### src/rtl/mult32a_ctrl.sv
// Sequencing/arbitration controller for a bit-serial add-shift multiplier core.
// Two requesters are served round-robin; the product is deserialised and returned over valid/ready.
module mult32a_ctrl #(
    parameter int WIDTH    = 32,
    parameter int CORE_LAT = 0
) (
    input  logic                 clk,
    input  logic                 rst,
    input  logic                 req0_valid,
    output logic                 req0_ready,
    input  logic [WIDTH-1:0]     req0_a,
    input  logic [WIDTH-1:0]     req0_b,
    input  logic                 req1_valid,
    output logic                 req1_ready,
    input  logic [WIDTH-1:0]     req1_a,
    input  logic [WIDTH-1:0]     req1_b,
    output logic                 core_clr,
    output logic [WIDTH-1:0]     core_mcand,
    output logic                 core_bit,
    input  logic                 core_prod_bit,
    output logic                 rsp_valid,
    input  logic                 rsp_ready,
    output logic                 rsp_id,
    output logic [2*WIDTH-1:0]   rsp_prod,
    output logic                 busy
);

    localparam int CNT_W = $clog2(WIDTH + CORE_LAT + 1);
    localparam logic [CNT_W-1:0] FEED_LAST  = CNT_W'(WIDTH - 1);
    localparam logic [CNT_W-1:0] DRAIN_LAST = CNT_W'(WIDTH + CORE_LAT - 1);

    typedef enum logic [2:0] {
        IDLE,
        CLEAR,
        FEED,
        DRAIN,
        RESP
    } state_t;

    state_t state, state_next;

    logic                 last_grant;
    logic                 grant_valid;
    logic                 grant_id;
    logic                 accept;
    logic                 sample;
    logic [WIDTH-1:0]     mcand;
    logic [WIDTH-1:0]     b_shift;
    logic                 id_q;
    logic [2*WIDTH-1:0]   prod;
    logic [CNT_W-1:0]     cnt;

    // On a tie the requester that did not win last time is chosen.
    always_comb begin
        grant_valid = req0_valid | req1_valid;
        if (req0_valid && req1_valid) begin
            grant_id = ~last_grant;
        end else begin
            grant_id = req1_valid;
        end
    end

    always_ff @(posedge clk) begin
        if (rst) begin
            state <= IDLE;
        end else begin
            state <= state_next;
        end
    end

    always_comb begin
        state_next = state;
        core_clr   = 1'b0;
        core_bit   = 1'b0;
        req0_ready = 1'b0;
        req1_ready = 1'b0;
        rsp_valid  = 1'b0;
        busy       = 1'b1;
        sample     = 1'b0;
        accept     = 1'b0;
        case (state)
            IDLE: begin
                busy = 1'b0;
                if (!rst && grant_valid) begin
                    accept     = 1'b1;
                    req0_ready = ~grant_id;
                    req1_ready = grant_id;
                    state_next = CLEAR;
                end
            end
            CLEAR: begin
                core_clr   = 1'b1;
                state_next = FEED;
            end
            FEED: begin
                core_bit = b_shift[0];
                sample   = (int'(cnt) >= CORE_LAT);
                if (cnt == FEED_LAST) begin
                    state_next = DRAIN;
                end
            end
            DRAIN: begin
                // Sample index keeps counting from the FEED phase, offset by WIDTH.
                sample = (int'(cnt) + WIDTH >= CORE_LAT);
                if (cnt == DRAIN_LAST) begin
                    state_next = RESP;
                end
            end
            RESP: begin
                rsp_valid = 1'b1;
                if (rsp_ready) begin
                    state_next = IDLE;
                end
            end
            default: begin
                state_next = IDLE;
            end
        endcase
        if (rst) begin
            core_clr = 1'b1;
            core_bit = 1'b0;
        end
    end

    always_ff @(posedge clk) begin
        if (rst) begin
            last_grant <= 1'b1;
            mcand      <= '0;
            b_shift    <= '0;
            id_q       <= 1'b0;
            prod       <= '0;
            cnt        <= '0;
        end else begin
            if (accept) begin
                mcand      <= grant_id ? req1_a : req0_a;
                b_shift    <= grant_id ? req1_b : req0_b;
                id_q       <= grant_id;
                last_grant <= grant_id;
            end
            case (state)
                CLEAR: begin
                    cnt <= '0;
                end
                FEED: begin
                    b_shift <= b_shift >> 1;
                    if (cnt == FEED_LAST) begin
                        cnt <= '0;
                    end else begin
                        cnt <= cnt + CNT_W'(1);
                    end
                end
                DRAIN: begin
                    if (cnt != DRAIN_LAST) begin
                        cnt <= cnt + CNT_W'(1);
                    end
                end
                default: begin
                end
            endcase
            // Product enters from the MSB side so the first sample ends up in bit 0.
            if (sample) begin
                prod <= {core_prod_bit, prod[2*WIDTH-1:1]};
            end
        end
    end

    assign core_mcand = mcand;
    assign rsp_id     = id_q;
    assign rsp_prod   = prod;

endmodule
### config.mk
export PLATFORM = sky130hd
export DESIGN_NAME = mult32a_ctrl
export DESIGN_NICKNAME = d
export VERILOG_FILES = /design/src/rtl/mult32a_ctrl.sv
export SDC_FILE = /design/constraint.sdc
export NUM_CORES = 1
export LEC_CHECK = 0
export BUFFER_PORTS_ARGS = -buffer_cell sky130_fd_sc_hd__buf_4
export CAP_MARGIN = 30
export CORE_MARGIN = 10
export CORE_UTILIZATION = 30
export CTS_BUF_LIST = sky130_fd_sc_hd__clkbuf_8
export DETAILED_ROUTE_END_ITERATION = 8
export GPL_TIMING_DRIVEN = 0
export PLACE_DENSITY = 0.64
export SLEW_MARGIN = 25
export SYNTH_ARGS = -nofsm -noshare
export SYNTH_HDL_FRONTEND = slang
export SYNTH_SLANG_ARGS = --single-unit
### constraint.sdc
create_clock -name clk -period 2.3 [get_ports clk]
set_input_delay 0.345 -clock clk [delete_from_list [all_inputs] [get_ports clk]]
set_output_delay 0.345 -clock clk [all_outputs]
set_load 0.005 [all_outputs]
# Word level (Yosys, flattened, before mapping)
# Index checks and enable logic that the tools add are counted.
# word_totals
latch_bits,0
regBits,139
inputBits,134
out_inout_bits,103
mem_bits_ro,0
mem_count,0
word_cells,60
ramBits,0
# op_classes
div_mod_pow,0
eq_ne,11
bitwise,3
shift,0
n_addsub,2
mux,26
reduce_logical,9
multipliers,0
n_lt_le_gt_ge,1
# ops
cell,n
$mux 32,2
$mux 31,2
$pmux 6 s3,1
$pmux 3 s5,1
$mux 1,13
$mux 3,4
$mux 6,2
$ne 2x2->1 const B,5
$add 6x6->7 const B,1
$ge 7x1->1 const B,1
$add 6x1->6 const B,1
$eq 3x2->1 const B,2
$eq 6x5->1 const B,1
$ne 6x5->1 const B,1
$reduce_and 4->1,1
$eq 3x1->1 const B,1
$eq 3x3->1 const B,1
$logic_not 3->1,1
$reduce_bool 3->1,1
$logic_and 1x1->1,2
$not 1->1,2
$pmux 1 s2,1
$reduce_and 2->1,1
$reduce_bool 2->1,1
3 further kinds,3

# Depth between registers and ports, before layout
# depth
depth_word,6
depth_mapped,7
depth_no_buf,5

# Least setup slack after synthesis
# No wires, ideal clock.
# synth_timing
path_kind,input to output
from,input port rst
to,output port req1_ready
n_path_buf,3
arrival_ps,1471
setup_slack_ps,484
required_ps,1955
path_stages,5
path_cell_list,buf_2 or3_1 buf_2 nor3b_1 buf_2
# synth_via
elab_chain_len,4
# synth_rtl
element,line,text
from (decl),8,"input logic rst,"
$logic_not 1->1,84,if (!rst && grant_valid) begin
$logic_and 1x1->1,84,
$mux 1,84,
$mux 1,81,case (state)
to (decl),14,"output logic req1_ready,"
# No other way between the ends.

# Worst setup path after layout
# layout_timing
from,register state[2]
to,output port req0_ready
# layout_via
elab_chain_len,2
# layout_rtl
element,line,text
from (decl),40,"state_t state, state_next;"
from (signal assigned),67,state <= state_next;
$logic_not 3->1,81,
$mux 1,81,
to (decl),10,"output logic req0_ready,"
# No other way between the ends.

==> run_results.csv <==
group,metric,value,unit
cells_and_area,syn_to_final_growth,44.6,%
sta,min_period,2.17,ns
clock_tree,insertion_delay,0.45,ns
yosys,yosys.area.top_type,"dfxtp_1",
global_route,grt_start_max_net_pins,17,
drt,dr.pass1.iters,4,
cells_and_area,final_cell_mix,"242 x buf_4, 155 x nand2_1, 138 x dfxtp_1",
cells_and_area,antenna_cells,0,
yosys,synth_cell_types,41,
outcome,status,"finished clean",
critical_path,r2r_start,"state[2]",
yosys,yosys.area_share.simple,0.181,
clock_tree,clock_sinks,139,
yosys,yosys.area.top_type_share,0.492,
sta,worst_hold_slack,0.101,ns
global_route,antenna_found_initial,0,
floorplanning,fp.dieW,157,um
drt,routedWlPerCell,16.3,um
yosys,synthCells,665,
sta,hold_violations,0,
critical_path,worstSetupStartpointType,"register",
power,irDropWorstVdd,0.342,mV
cells_and_area,final_common_cell,"buf_4",
yosys,seq_area_frac_synth,0.492,
hold_path,min_path_type,"in2reg",
drt,ant_nets,0,
sta,finClkSkew,0.0156,ns
global_route,grt_pass1_wl,29800,um
clock_tree,clockBufferDepth,2,
drt,drc,0,
critical_path,critPathLaunch,"state[2]",
sta,slew_headroom,0.598,
yosys,syn_area,0.00565,mm^2
yosys,synth_fa_ha_area_frac,0.00221,
yosys,synth_top_family_by_area,"compound AO/OA/AOI/OAI gates",
clock_tree,clkTransAtPathRegs,0.08,ns
sta,tns,0,ns
power,p_per_area,684,mW/mm^2
clock_tree,cts_buffers,17,
sta,fin_crit_sh,0.944,
clock_tree,cts-root-buf,"clkbuf_8",
power,leakagePower,0.00333,uW
sta,drv_slew,0,
global_route,grt_pass1_vias,5669,
critical_path,critical_path_class,"reg2out",
yosys,synth.ff_latch_count,139,
sta,tightestPinTransition,0.603,ns
drt,drtIter0Drc,275,
critical_path,cp.arrival,1.83,ns
floorplanning,coreArea,0.0186,mm^2
job,drv_cap,0,
drt,vias,5611,
cells_and_area,design_area,0.00817,mm^2
floorplanning,start_util,0.303,
place,io_buffers,235,
critical_path,crit_required,1.96,ns
cells_and_area,fill_cells,1928,
critical_path,worst-path-max-fanout,8,
yosys,ys.warnings.count,0,
place,gp_congestion,0.780,
hold_path,hold_start,"req0_b[0]",
clock_tree,tritoncts,"done",
global_route,grt_usage,0.150,
cells_and_area,drive_above_1_share,0.326,
clock_tree,htree_levels,4,
critical_path,setup.worst_path.end_class,"output pin",
sta,fmax,0.460,GHz
yosys,ys_top_cells_by_area,"dfxtp_1 49%, nand2_1 10%, a21oi_1 7.9%",
yosys,synth_xor_area_frac,0.00310,
clock_tree,postCtsHoldBufs,0,
drt,routed_via_density,4.79,
global_route,grt_overflow,0,
place,placed_cell_area,0.00771,mm^2
cells_and_area,multi_input_area,0.00262,mm^2
power,power,5590,uW
yosys,synth_mux_area_frac,0.0602,
drt,totalWireLength,19100,um
cells_and_area,nets,1059,
floorplanning,dieHeight,157,um
sta,setup_violations,0,
floorplanning,num_rows,50,
place,place_hpwl,14700,um
yosys,synth-compound-area-share,0.214,
yosys,syn_nets,800,
cells_and_area,final-seq-area,0.00279,mm^2
floorplanning,dieArea,0.0247,mm^2
floorplanning,ios,237,
yosys,postSynthAreaPerCell,8.50,um^2
## critical path, cell delays in order, from the launching register on
cell and delay [ns]:
dfxtp_4 0.37, or3_1 0.38, buf_6 0.14, nor4b_4 0.25
buf_6 0.15, buf_4 0.10
## path summary, 6_finish.rpt
kind,slack (ns),cells after the start,to
hold reg to reg,0.46,2,rsp_prod[46]
hold / removal,0.10,2,b_shift[0]
setup / recovery,0.13,5,req0_ready
setup reg to reg,0.29,7,b_shift[31]
## sequential cells by signal (all words and copies together) (netlist names)
| name | flops |
|---|---|
| state | 3 |
| b_shift | 32 |
| last_grant | 1 |
| cnt | 6 |
| rsp_prod | 64 |
| rsp_id | 1 |
| core_mcand | 32 |
## power breakdown
group / internal (uW) / switching (uW)
registers: 2550 / 82.4
logic: 470 / 520
clock network: 961 / 1010
## stage by stage
stage,cells,worst slack [ns],utilization
floorplan,665,0.484,-
global placement,1134,0.0124,0.413
detailed placement,1134,0.0248,0.413
CTS,1169,0.00556,0.437
global route,1171,-0.000151,0.438
finish,1171,0.128,0.438
## synthesized netlist by cell type
master / instances
or4_1: 1
or3b_2: 1
mux2i_1: 34
a211o_1: 3
a221o_1: 21
o21ai_1: 1
nand3_1: 26
a21oi_1: 89
nor3_4: 1
nor4b_4: 1
inv_2: 1
o31ai_1: 1
ha_1: 1
buf_2: 22
nor3b_1: 3
o21ai_0: 10
a211oi_1: 32
o21ba_2: 1
a31o_2: 1
nand2_1: 155
inv_1: 4
dfxtp_1: 139
nor3_1: 3
clkbuf_1: 29
a2111oi_2: 1
buf_1: 6
o21bai_1: 1
a32oi_1: 1
or3_1: 5
nor2_1: 41
xor2_1: 2
a31oi_1: 1
a2111oi_0: 1
a21boi_0: 1
buf_4: 1
nor4b_1: 1
nand4b_1: 1
a22oi_1: 18
a221oi_1: 1
nor2b_1: 2
o211ai_1: 1
## kinds of logic after synthesis
kind of cell | after synthesis
AO/OA/AOI/OAI | 185
adder cells (fa/ha/maj) | 1
XOR/XNOR | 2
flip-flops | 139
buffers and inverters | 63
multiplexers | 34
AND/OR/NAND/NOR | 241
## layer usage
layer	vias to the layer above	routed length, um	global-route usage
li1	2855	-	-
met5	-	0	0
met4	0	197	0.0450
met2	160	9220	0.248
met1	2588	7920	0.173
met3	8	1730	0.0633
## area by class of cell
| type | instances | area share |
|---|---|---|
| flip-flops and latches | 139 | 0.341 |
| multi-input cells | 463 | 0.320 |
| repair buffers | 241 | 0.221 |
| well taps | 234 | 0.0358 |
| plain buffers | 57 | 0.0325 |
| clock buffers | 17 | 0.0286 |
| clock inverters | 15 | 0.0184 |
| inverters | 5 | 0.00230 |
## timing repair
action,CTS,global route
pin swaps,2,1
buffers inserted,3,3
resized for setup,8,6
gates cloned,0,0
endpoints found under the setup margin,2,44
(Power assumes the default switching activity.)
